===== config.mk =====
export PLATFORM = sky130hd
export DESIGN_NAME = instr_fetch_unit
export DESIGN_NICKNAME = d
export VERILOG_FILES = /design/src/rtl/instr_fetch_unit.sv
export SDC_FILE = /design/constraint.sdc
export NUM_CORES = 1
export LEC_CHECK = 0
export CORE_MARGIN = 2
export CORE_UTILIZATION = 55
export DETAILED_ROUTE_END_ITERATION = 7
export PLACE_DENSITY = 0.75
export SETUP_SLACK_MARGIN = 0.02
export SLEW_MARGIN = 20
export SYNTH_ARGS = -nofsm -noshare
export SYNTH_HDL_FRONTEND = slang
export SYNTH_SLANG_ARGS = --single-unit

===== constraint.sdc =====
create_clock -name clk -period 3.7 [get_ports clk]
set_clock_uncertainty 0.2 [all_clocks]
set_input_delay 0.37 -clock clk [delete_from_list [all_inputs] [get_ports clk]]
set_output_delay 0.37 -clock clk [all_outputs]
set_load 0.1 [all_outputs]

===== src/rtl/instr_fetch_unit.sv =====
// instr_fetch_unit
//   Instruction fetch stage feeding the add/sub executor. Holds a loadable
//   program memory and streams words 0..end_addr in order through a
//   prefetch FIFO with a valid/ready handshake.
//
// Ports
//   clk, reset            : single clock, synchronous active-high reset
//   load_en/addr/data     : program memory write port (IDLE only)
//   start, end_addr       : begin a run over addresses 0..end_addr (IDLE only)
//   abort                 : flush back to IDLE, no done pulse
//   instr_out/valid/ready : FIFO head word and handshake to the executor
//   pc_out                : next address to be issued
//   busy                  : run in progress (FETCH or DRAIN)
//   done                  : one-cycle pulse after the last word is accepted
module instr_fetch_unit #(
  parameter int ADDR_W     = 4,
  parameter int FIFO_DEPTH = 4
) (
  input  logic              clk,
  input  logic              reset,
  input  logic              load_en,
  input  logic [ADDR_W-1:0] load_addr,
  input  logic [31:0]       load_data,
  input  logic              start,
  input  logic [ADDR_W-1:0] end_addr,
  input  logic              abort,
  output logic [31:0]       instr_out,
  output logic              instr_valid,
  input  logic              instr_ready,
  output logic [ADDR_W-1:0] pc_out,
  output logic              busy,
  output logic              done
);

  localparam int PW = $clog2(FIFO_DEPTH);
  localparam int CW = PW + 1;
  localparam logic [CW-1:0] DEPTH_C = CW'(FIFO_DEPTH);

  typedef enum logic [1:0] {
    IDLE  = 2'd0,
    FETCH = 2'd1,
    DRAIN = 2'd2
  } state_t;

  state_t            state, state_n;
  logic [ADDR_W-1:0] pc;
  logic [ADDR_W-1:0] end_q;
  logic              inflight;
  logic [31:0]       rd_data;

  logic [31:0]       mem      [0:(1<<ADDR_W)-1];
  logic [31:0]       fifo_mem [0:FIFO_DEPTH-1];
  logic [PW-1:0]     wr_ptr, rd_ptr;
  logic [CW-1:0]     count;
  logic [CW-1:0]     occupancy;

  logic issue;
  logic flush;
  logic push;
  logic pop;

  // Words already buffered plus the read still in flight; gating issue on
  // this keeps the FIFO from ever overflowing.
  assign occupancy   = count + CW'(inflight);
  assign flush       = abort && (state != IDLE);
  assign push        = inflight;
  assign instr_valid = (count != '0);
  assign pop         = instr_valid && instr_ready;
  assign instr_out   = instr_valid ? fifo_mem[rd_ptr] : '0;
  assign pc_out      = pc;
  assign busy        = (state != IDLE);

  always_comb begin
    state_n = state;
    issue   = 1'b0;
    done    = 1'b0;
    unique case (state)
      IDLE: begin
        if (start) state_n = FETCH;
      end
      FETCH: begin
        if (occupancy < DEPTH_C) begin
          issue = 1'b1;
          if (pc == end_q) state_n = DRAIN;
        end
      end
      DRAIN: begin
        if (!inflight && (count == '0)) begin
          done    = 1'b1;
          state_n = IDLE;
        end
      end
      default: state_n = IDLE;
    endcase
    if (flush) begin
      state_n = IDLE;
      issue   = 1'b0;
      done    = 1'b0;
    end
    if (reset) done = 1'b0;
  end

  always_ff @(posedge clk) begin
    if (reset) begin
      state    <= IDLE;
      pc       <= '0;
      end_q    <= '0;
      inflight <= 1'b0;
      wr_ptr   <= '0;
      rd_ptr   <= '0;
      count    <= '0;
    end else begin
      state <= state_n;
      if (flush) begin
        pc       <= '0;
        inflight <= 1'b0;
        wr_ptr   <= '0;
        rd_ptr   <= '0;
        count    <= '0;
      end else begin
        if ((state == IDLE) && start) begin
          end_q <= end_addr;
          pc    <= '0;
        end
        if (issue) pc <= pc + ADDR_W'(1);
        inflight <= issue;
        if (push) wr_ptr <= wr_ptr + PW'(1);
        if (pop)  rd_ptr <= rd_ptr + PW'(1);
        unique case ({push, pop})
          2'b10:   count <= count + CW'(1);
          2'b01:   count <= count - CW'(1);
          default: count <= count;
        endcase
      end
    end
  end

  // Storage without reset: program memory, read register and FIFO slots.
  always_ff @(posedge clk) begin
    if (load_en && (state == IDLE)) mem[load_addr] <= load_data;
    if (issue) rd_data <= mem[pc];
    if (push) fifo_mem[wr_ptr] <= rd_data;
  end

endmodule


== After elaboration in Yosys (flattened, before gate mapping) ==
Memory sizes are Yosys's and may differ from the RTL's. A register that Yosys moved wholly into a read port is not among the register bits.
Index checks and enable logic that the tools add are counted.
Storage, ports and cells
  memories kept: 2
  bits in writable memories: 640
  latch bits: 0
  bits of input ports: 46
  bits in read-only memories: 0
  bits in registers: 18
Memory list
  mem: depth 16, bits a word 32, rd ports 1, clocked after Yosys merged registers in 1, write ports 1, line 51  | logic [31:0] mem [0:(1<<ADDR_W)-1];
  fifo_mem: depth 4, bits a word 32, rd ports 1, clocked after Yosys merged registers in 1, write ports 1, line 52  | logic [31:0] fifo_mem [0:FIFO_DEPTH-1];
Cells by class
  divide/modulo/power cells: 0
  bitwise gates (word level): 1
  magnitude comparators: 1
  reduce and logical (&&, ||, !) cells: 15
  $add $sub $neg: 6
  multipliers: 0
  equal/unequal tests: 9
  muxes and demuxes: 22
  shift-type cells: 0
Operators with widths (number)
  32-bit 2-to-1 mux: 1
  2-bit 2-to-1 mux: 6
  1-bit 2-to-1 mux: 11
  4-bit 2-to-1 mux: 2
  2-bit inequality test, second input constant: 4
  2-bit one-hot mux with 3 select lines: 1
  3-bit one-hot mux with 2 select lines: 1
  2-bit nonzero test: 3
  1-bit logical AND: 5
  2-bit by 1-bit adder with 2-bit output, second input constant: 2
  4-bit by 1-bit adder with 4-bit output, second input constant: 1
  2-bit by 1-bit equality test with 1-bit output, second input constant: 2
  2-bit equality test, second input constant: 2
  4-bit equality test: 1
  4-bit AND reduction: 1
  3-bit by 1-bit adder with 3-bit output: 1
  3-bit by 1-bit adder with 3-bit output, second input constant: 1
  3-bit zero test: 1
  3-bit < comparator, second input constant: 1
  3-bit nonzero test: 1
  3-bit by 1-bit subtractor with 3-bit output, second input constant: 1
  2-bit zero test: 1
  2-bit AND reduction: 1
  2-bit OR reduction: 1
  2 further kinds: 2

== Longest topological paths before layout ==
Gate-level depths: netlist of the first run.
  word-level depth: 6
  gate-level depth with buffers: 9
  gate-level depth less buffers: 8

== Least setup slack after synthesis of the first run ==
No wires, ideal clock.
  path kind: reg-to-output
  from: register state[1]
  to: output port done
  slack: -0.959 ns
  arrival: 4.089 ns
  buffers on the path: 0
  cell stages (with the launch flop): 5
  required time: 3.130 ns
  cell sequence: dfxtp_1 nor2_1 inv_1 a21o_1 nor4_1
On the way
  longest elaborated chain between the ends: 4
  elaborated cells on any way between the ends: 6
Ends and longest elaborated chain
  from (decl): line 45  | state_t state, state_n;
  from (signal assigned): line 113  | state <= state_n;
  2-bit nonzero test
  net busy: line 31  | output logic busy,
  1-bit logical AND: line 65  | assign flush = abort && (state != IDLE);
  1-bit 2-to-1 mux: line 95  | if (flush) begin
  1-bit 2-to-1 mux: line 100  | if (reset) done = 1'b0;
  to (decl): line 32  | output logic done
The timed path passes the listed nets, and every way through them passes these cells.

==> results.toml, run 1 <==
[status]
status = "finished, final reports clean"

[clocking]
numCtsBuffers = 67
post_cts_buffers = 0
cts_buffer_depth = 3
clock_latency_ns = 0.58
cts.sinks = 692
ctsHoldBuffers = 0
path_clk_slew_ns = 0.06
htreeDepth = 3
clockRootBuffer = "clkbuf_16"
cts_resized = 0
cts_tree = "done"

[detailed_routing]
vias_per_cell = 6.053
wire_per_inst_um = 25.08
topRoutingLayerUsed = "met4"
drt_wl_total_um = 52510
met3_length_um = 3895
drt-met1-wl_um = 21080
num_vias = 12674
drt-pass1-iter-count = 7
first_iter_violations = 1392
drc = 0
antenna_left = 0
wl_met2_um = 26260

[sta]
fin_crit_ns = 3.046
slew_viol_final = 0
fmax_mhz = 328.3
worst_pin_slew_ns = 1.129
timing.slew.headroom_pct = 24.37
tns_ns = 0
rsz0062_at_grt = "no"
period_share_pct = 82.33
hold_viol_final = 0
finalSetupViolCount = 0

[synth]
synth_seq_cells = 692
synth_warnings = 0
ys_types = 46
synth_async_sr_flop_share_pct = 0
avgSynthCellArea_um2 = 20.47
ys.flop_type = "edfxtp_1"
synthTopCellsByArea = "edfxtp_1, mux4_2, mux2i_1"
synth-edff-count = 672
syn-cell-area_um2 = 26530
synth_area_leader_cell = "edfxtp_1"
synth_top_area_share_pct = 76.05
synthCells = 1296
syn-num-nets = 1349
synth-seq-area-share_pct = 77.56

[setup_path]
crit_fanout = 21
required_ns = 3.13
critPathCaptureType = "output port"
worst_setup_path_start_kind = "register"
critPathKind = "reg -> out"
cpPeakStageDelay_ns = 0.63
crit_slowest_cell = "dfxtp_2"
worstPathCellList = "buf_12 > mux4_2 > and2_1 > buf_4"
rr_startpoint = "pc_out[1]"
arrival_ns = 2.48

[power]
power.density_nw_per_um2 = 538.8
p_leak_nw = 9.487
ir_drop_v = 0.0004365

[layout]
final_cells = 2094
nNetsFinal = 1484
area_growth_pct = 13.70
ff_latch_area_um2 = 20590
design_area_um2 = 30170
multiInputGateArea_um2 = 5515
drive_above_1_share_pct = 20.22
fillers = 3185
n_antenna_cell = 0

[die]
die_w_um = 223.6
io_pins = 85
initial_utilization_pct = 55.69
core_um2 = 47650
dieArea_um2 = 50020
fp.dieH_um = 223.6
num_rows = 80

[global_routing]
grt_start_max_net_pins = 36
grt_pass1_vias = 12863
grt_overflow = 0
grt.total_usage_pct = 21.43
antenna_found_initial = 0
grt_pass1_wl_um = 78960

[placed_design]
port_buffers = 84
dp_cells = 1977
placed_cell_area_um2 = 28110
gp_congestion = 0.7798
hpwl_um = 31220

[min_path]
min_from = "end_addr[1]"
worstHoldPathType = "in -> reg"

[flow_run]
drv_cap = 0
## flip-flops by register name, summed over array words and instances (netlist names), named ones only
signal and flops:
rd_ptr 2, count 3, pc_out 4, wr_ptr 2, rd_data 32, inflight 1, fifo_mem 128, mem 512
state 2, end_q 4
## layer usage
metal / global-route usage (%) / vias up
met5: 0 / -
met4: 5.957 / 0
met3: 4.420 / 97
met2: 35.41 / 512
met1: 29.40 / 6516
li1: - / 5549
## cell usage in the layout, fill, tap and decap left out, types with 4 or more instances in the layout
cell type,instances
edfxtp_1,672
ha_1,6
or3_1,4
clkbuf_16,71
clkdlybuf4s50_1,46
clkbuf_1,17
clkinv_1,14
buf_12,7
buf_4,81
a22oi_1,94
inv_1,8
nand3_1,33
mux4_2,94
nand2b_1,5
mux4_1,4
and2_1,39
xor2_1,8
clkinv_2,9
nor2_4,13
a21oi_1,7
nor2_1,17
mux2i_1,125
dfxtp_1,15
nand2_1,45
## cells in the mapped netlist (5+ instances only)
cell type,count
clkbuf_1,13
edfxtp_1,672
inv_1,8
a22oi_1,94
nand2b_1,5
buf_12,9
ha_1,6
mux4_2,94
mux2i_1,125
nand3_1,33
dfxtp_1,20
buf_2,24
a21oi_1,7
nor2_1,30
nand2_1,45
xor2_1,8
and2_1,39
buf_6,14
## where the power goes
part / internal [W] / switching (W) / total [W] / leakage, nW
combinational: 0.000323 / 0.000704 / 0.00103 / 2.25
clock: 0.00371 / 0.00271 / 0.00642 / 1.01
sequential: 0.00873 / 0.0000761 / 0.00880 / 6.23
## cell type report
cell class	instances	area share, %
clock buffer	88	6.101
clock inverter	29	0.7092
inverter	8	0.09954
multi-input combinational	528	18.28
sequential	692	68.25
tap	615	2.551
timing repair buffer	134	4.006
## worst max-delay path, delay by kind of cell (launching register included)
kind | cells | cell delay, ns
buffers and inverters | 2 | 0.50
flip-flops | 1 | 0.63
multiplexers | 1 | 0.56
AND/OR/NAND/NOR | 1 | 0.19
## worst paths after layout
kind | to | slack [ns] | depth (start not counted)
worst max-delay path | instr_out[2] | 0.65 | 4
worst max register to register | rd_data[31] | 0.96 | 5
worst min register to register | end_q[1] | 0.27 | 2
worst min-delay path | end_q[1] | 0.15 | 3
## per-stage QoR
stage	utilization (%)	worst slack (ns)	power (W)	hold slack [ns]
4_1_cts	63.31	0.5702	0.01638	0.1282
2_1_floorplan	-	0.1468	0.009672	0.2391
5_1_grt	63.32	0.5205	0.01673	0.1450
3_3_place_gp	59.00	0.7284	0.009979	0.2596
6_report	63.32	0.6537	0.01625	0.1532
3_5_place_dp	59.00	0.7278	0.01000	0.2628
## kinds of logic after synthesis
group / Yosys count / share of synthesized area (%)
flops: 692 / 77.56
mux: 224 / 13.13
simple gates: 176 / 3.353
compound gates: 111 / 3.074
buf+inv: 76 / 2.193
xor+xnor: 10 / 0.3301
fa+ha+maj: 7 / 0.3584
Note: power is estimated with default switching activity, not from simulation.
==> inputs of run 2 (changes only) <==
==> constraint.sdc (replaced) <==
create_clock -name clk -period 2.5 [get_ports clk]
set_clock_uncertainty 0.2 [all_clocks]
set_input_delay 0.25 -clock clk [delete_from_list [all_inputs] [get_ports clk]]
set_output_delay 0.25 -clock clk [all_outputs]
set_load 0.1 [all_outputs]
==> results.toml, run 2 (synthesized netlist as in run 1, its figures left out) <==
[clocking]
path_clk_slew_ns = 0.07
clock_latency_ns = 0.59
clockRootBuffer = "clkbuf_16"
numCtsBuffers = 66
cts.sinks = 692
cts_tree = "done"
cts_buffer_depth = 3
htreeDepth = 3

[status]
violations = "setup timing"
status = "finished with violations"

[sta]
layout_setup_ws_ns = -0.001501
timing.slew.headroom_pct = 22.37
finalSetupViolCount = 1
rsz0062_at_grt = "yes"
worst_pin_slew_ns = 1.160
fmax_mhz = 399.8
period_share_pct = 100.1
fin_crit_ns = 2.502
hold_ws_ns = 0.02220
slew_viol_final = 0
tns_ns = -0.001501
hold_viol_final = 0

[power]
total_power_w = 0.02461
switching_share_pct = 21.65
seq_power_share_pct = 52.9
p_int_w = 0.01928
power.density_nw_per_um2 = 783.2
combPwrFrac_pct = 7.6
power_switching_w = 0.005328
clockPowerShare_pct = 39.5
ir_drop_v = 0.0007102
p_leak_nw = 9.958

[layout]
final_util_pct = 65.95
final_cell_mix = "edfxtp_1, mux2i_1, mux4_2, a22oi_1, clkbuf_16"
largest_reg_flops = 512
final_cells = 2140
area_growth_pct = 18.42
n_antenna_cell = 0
nNetsFinal = 1529
mostFrequentLayoutCell = "edfxtp_1"
drive_above_1_share_pct = 24.52
largestRegisters = "mem x512, fifo_mem x128, rd_data x32"
regMostFlops = "mem"

[setup_path]
worst_setup_path_start_kind = "register"
cp_num_buf_inv = 2
worstPathCellList = "buf_4 > mux4_2 > and2_1 > buf_12"
crit_slowest_cell = "mux4_2"
critPathCaptureType = "output port"
cpLargestDelayFamily = "multiplexers"
critPathKind = "reg -> out"
crit_fanout = 5
arrival_ns = 2.05
cpPeakStageDelay_ns = 0.51
required_ns = 2.05

[flow_run]
drv_cap = 0

[die]
die_w_um = 223.6
num_rows = 80
fp.dieH_um = 223.6
core_um2 = 47650
initial_utilization_pct = 55.69
dieArea_um2 = 50020
io_pins = 85

[placed_design]
dp_cells = 2016
gp_congestion = 0.8147
hpwl_um = 35500
port_buffers = 84

[detailed_routing]
drt_wl_total_um = 57370
wire_per_inst_um = 26.81
drc = 0
first_iter_violations = 1428
antenna_left = 0
num_vias = 13043
drt-pass1-iter-count = 5
vias_per_cell = 6.095

[global_routing]
grt.total_usage_pct = 23.40
antenna_found_initial = 1
grt_overflow = 0
grt_start_max_net_pins = 70
grt_pass1_vias = 13538
grt_pass1_wl_um = 85080

[min_path]
worstHoldPathType = "in -> reg"
==> run 2: changes by cell type in the layout (fill, tap and decap cells not counted), moves of 3 or more <==
cell        delta
and2_4        +13
bufinv_16      +3
clkinvlp_4     +4
clkbuf_1      -10
buf_12        +61
dfxtp_1        -4
clkinv_2       +4
dfxtp_2        +3
and2_1        -13
buf_4         -17
==> run 2: power groups by stage <==
stage | Combinational (W) | Clock [W] | Sequential, W
after CTS | 0.00183 | 0.00987 | 0.0130
after floorplan | 0.00110 | 0 | 0.0132
after detailed placement | 0.00179 | 0 | 0.0133
after global routing | 0.00197 | 0.0103 | 0.0130
final | 0.00187 | 0.00973 | 0.0130
after global placement | 0.00177 | 0 | 0.0132
==> run 2: area by class of cell <==
cell class / instances / area (µm²)
timing repair buffer: 180 / 2338
clock inverter: 41 / 352.8
tap: 615 / 769.5
clock buffer: 76 / 1753
fill: 3041 / 16220
multi-input combinational: 528 / 5579
inverter: 8 / 30.03
sequential: 692 / 20600
==> run 2: final timing paths <==
check | to | slack (ns) | from | depth (start not counted)
min | end_q[1] | 0.02 | end_addr[1] | 3
min reg2reg | end_q[3] | 0.27 | end_q[3] | 2
max | instr_out[22] | -0.002 | register | 4
max reg2reg | count[2] | 0.12 | count[0] | 8
==> run 2: what timing repair did <==
action | in CTS | in global routing
endpoints found under the setup margin | 33 | 34
hold buffers | 1 | 0
cloned | 0 | 1
gates resized for setup | 15 | 7
pin swaps | 1 | 15
endpoints found under the hold margin | 1 | 0
setup buffers | 1 | 4
==> run 2: metrics by stage <==
step	cell area, µm²	setup slack [ns]
4_1_cts	31330	-0.05324
5_1_grt	31420	-0.07176
6_report	31420	-0.001501
3_5_place_dp	29160	-0.08927
2_1_floorplan	26600	-0.4153
3_3_place_gp	29160	-0.09265
==> run 2: metal layers <==
metal / vias to the layer above / wire [µm] / track usage [%]
li1: 5634 / - / -
met1: 6741 / 21960 / 30.79
met2: 547 / 29250 / 38.83
met3: 119 / 4300 / 5.076
met4: 2 / 1846 / 8.710
met5: - / 13 / 0
==> run 2: worst reg2reg max path, stage by stage, from the launching register on <==
cell	delay [ns]
dfxtp_1	0.42
or3_4	0.20
and2_1	0.18
ha_1	0.21
inv_1	0.07
fa_1	0.37
xor2_1	0.16
or3_1	0.31
a21oi_1	0.18
==> inputs of run 3 (changes only) <==
--- a/config.mk
+++ b/config.mk
@@ -5,11 +5,13 @@
 export SDC_FILE = /design/constraint.sdc
 export NUM_CORES = 1
 export LEC_CHECK = 0
+export ABC_CLOCK_PERIOD_IN_PS = 2500
 export CORE_MARGIN = 2
 export CORE_UTILIZATION = 55
+export CTS_CLUSTER_SIZE = 16
 export DETAILED_ROUTE_END_ITERATION = 7
 export PLACE_DENSITY = 0.75
-export SETUP_SLACK_MARGIN = 0.02
+export SETUP_SLACK_MARGIN = 0.15
 export SLEW_MARGIN = 20
 export SYNTH_ARGS = -nofsm -noshare
 export SYNTH_HDL_FRONTEND = slang
==> results.toml, run 3 (synthesized netlist as in run 1, its figures left out) <==
[setup_path]
crit_fanout = 8
required_ns = 2.05
worst_setup_path_start_kind = "register"
critPathCaptureType = "output port"
critPathKind = "reg -> out"
rr_worst_depth = 5
arrival_ns = 2.14

[sta]
hold_viol_final = 0
slew_viol_final = 0
period_share_pct = 103.5
layout_setup_ws_ns = -0.08678
fin_crit_ns = 2.587
worst_pin_slew_ns = 1.092
timing.slew.headroom_pct = 27.14
finalSetupViolCount = 22
fmax_mhz = 386.6
hold_ws_ns = 0.03374
rsz0062_at_grt = "yes"
tns_ns = -0.6683

[placed_design]
port_buffers = 84
hpwl_um = 33600
placed_cell_area_um2 = 29200
gp_congestion = 0.8039

[detailed_routing]
drc = 0
vias_per_cell = 6.064
drt_wl_total_um = 57620
wire_per_inst_um = 26.80
num_vias = 13037
antenna_left = 0
drt-pass1-iter-count = 5
first_iter_violations = 1326

[layout]
largestRegisters = "mem x512, fifo_mem x128, rd_data x32"
fillers = 2940
nNetsFinal = 1537
design_area_um2 = 31780
regMostFlops = "mem"
final_cell_mix = "edfxtp_1, mux2i_1, mux4_2, a22oi_1, clkbuf_16"
mostFrequentLayoutCell = "edfxtp_1"
n_antenna_cell = 0
largest_reg_flops = 512
area_growth_pct = 19.79
drive_above_1_share_pct = 26.12

[die]
io_pins = 85
die_w_um = 223.6
num_rows = 80
dieArea_um2 = 50020
initial_utilization_pct = 55.69
fp.dieH_um = 223.6
core_um2 = 47650

[clocking]
htreeDepth = 3
numCtsBuffers = 69
cts_tree = "done"
cts.sinks = 692
clockRootBuffer = "clkbuf_16"
clock_latency_ns = 0.61
cts_buffer_depth = 3
path_clk_slew_ns = 0.06

[global_routing]
grt_pass1_wl_um = 85180
grt_overflow = 0
grt_start_max_net_pins = 81
grt_pass1_vias = 13431
antenna_found_initial = 0
grt.total_usage_pct = 23.45

[power]
p_leak_nw = 10.12
power.density_nw_per_um2 = 786.4
ir_drop_v = 0.0005288

[status]
violations = "setup timing"
status = "finished with violations"

[flow_run]
drv_cap = 0

[min_path]
worstHoldPathType = "in -> reg"
holdPathStages = 3
-- run 3: layout make-up --
type,instances,area [µm²],area share [%]
Clock buffer,86,1854,5.834
Clock inverter,36,315.3,0.9920
Inverter,8,30.03,0.09448
Multi-Input combinational cell,528,5630,17.71
Sequential cell,692,20600,64.82
Tap cell,615,769.5,2.421
Timing Repair Buffer,185,2582,8.125
-- run 3: path summary, 6_finish.rpt --
kind	slack, ns	endpoint	startpoint
max	-0.09	instr_out[18]	register
max reg2reg	0.24	mem[12][12]	state[0]
min reg2reg	0.27	end_q[1]	end_q[1]
min	0.03	end_q[2]	end_addr[2]
-- run 3: repair_timing --
item | in CTS | in global routing
gates cloned | 6 | 1
setup endpoints to repair | 34 | 41
pin swaps | 32 | 4
endpoints found under the hold margin | 1 | 0
setup buffers | 4 | 3
hold buffers | 1 | 0
gates resized for setup | 47 | 6
-- run 3: metal layers --
layer | GRT usage (%) | part of all wire (%) | routed length (µm)
met5 | 0 | 0 | 0
met4 | 7.570 | 2.4 | 1356
met3 | 4.184 | 7.5 | 4318
met2 | 39.36 | 50 | 29090
met1 | 31.59 | 40 | 22860
-- run 3: critical path, cell delays in order (launching register included) --
cell,delay (ns)
dfxtp_4,0.39
buf_12,0.13
buf_16,0.15
mux4_2,0.54
and2_4,0.17
buf_12,0.16
-- run 3: through the flow --
step	std cells	total power [W]	setup slack, ns	utilization (%)
2_1_floorplan	1296	0.01433	-0.1946	-
3_3_place_gp	2013	0.01503	-0.1201	61.29
3_5_place_dp	2013	0.01507	-0.1284	61.29
4_1_cts	2146	0.02512	-0.09425	66.54
5_1_grt	2150	0.02568	-0.1443	66.71
6_report	2150	0.02500	-0.08678	66.71
-- run 3: where the power goes --
| part | internal [W] | total [W] | switching [W] |
|---|---|---|---|
| clock | 0.00578 | 0.00995 | 0.00417 |
| sequential | 0.0129 | 0.0130 | 0.0000992 |
| combinational | 0.000829 | 0.00202 | 0.00119 |
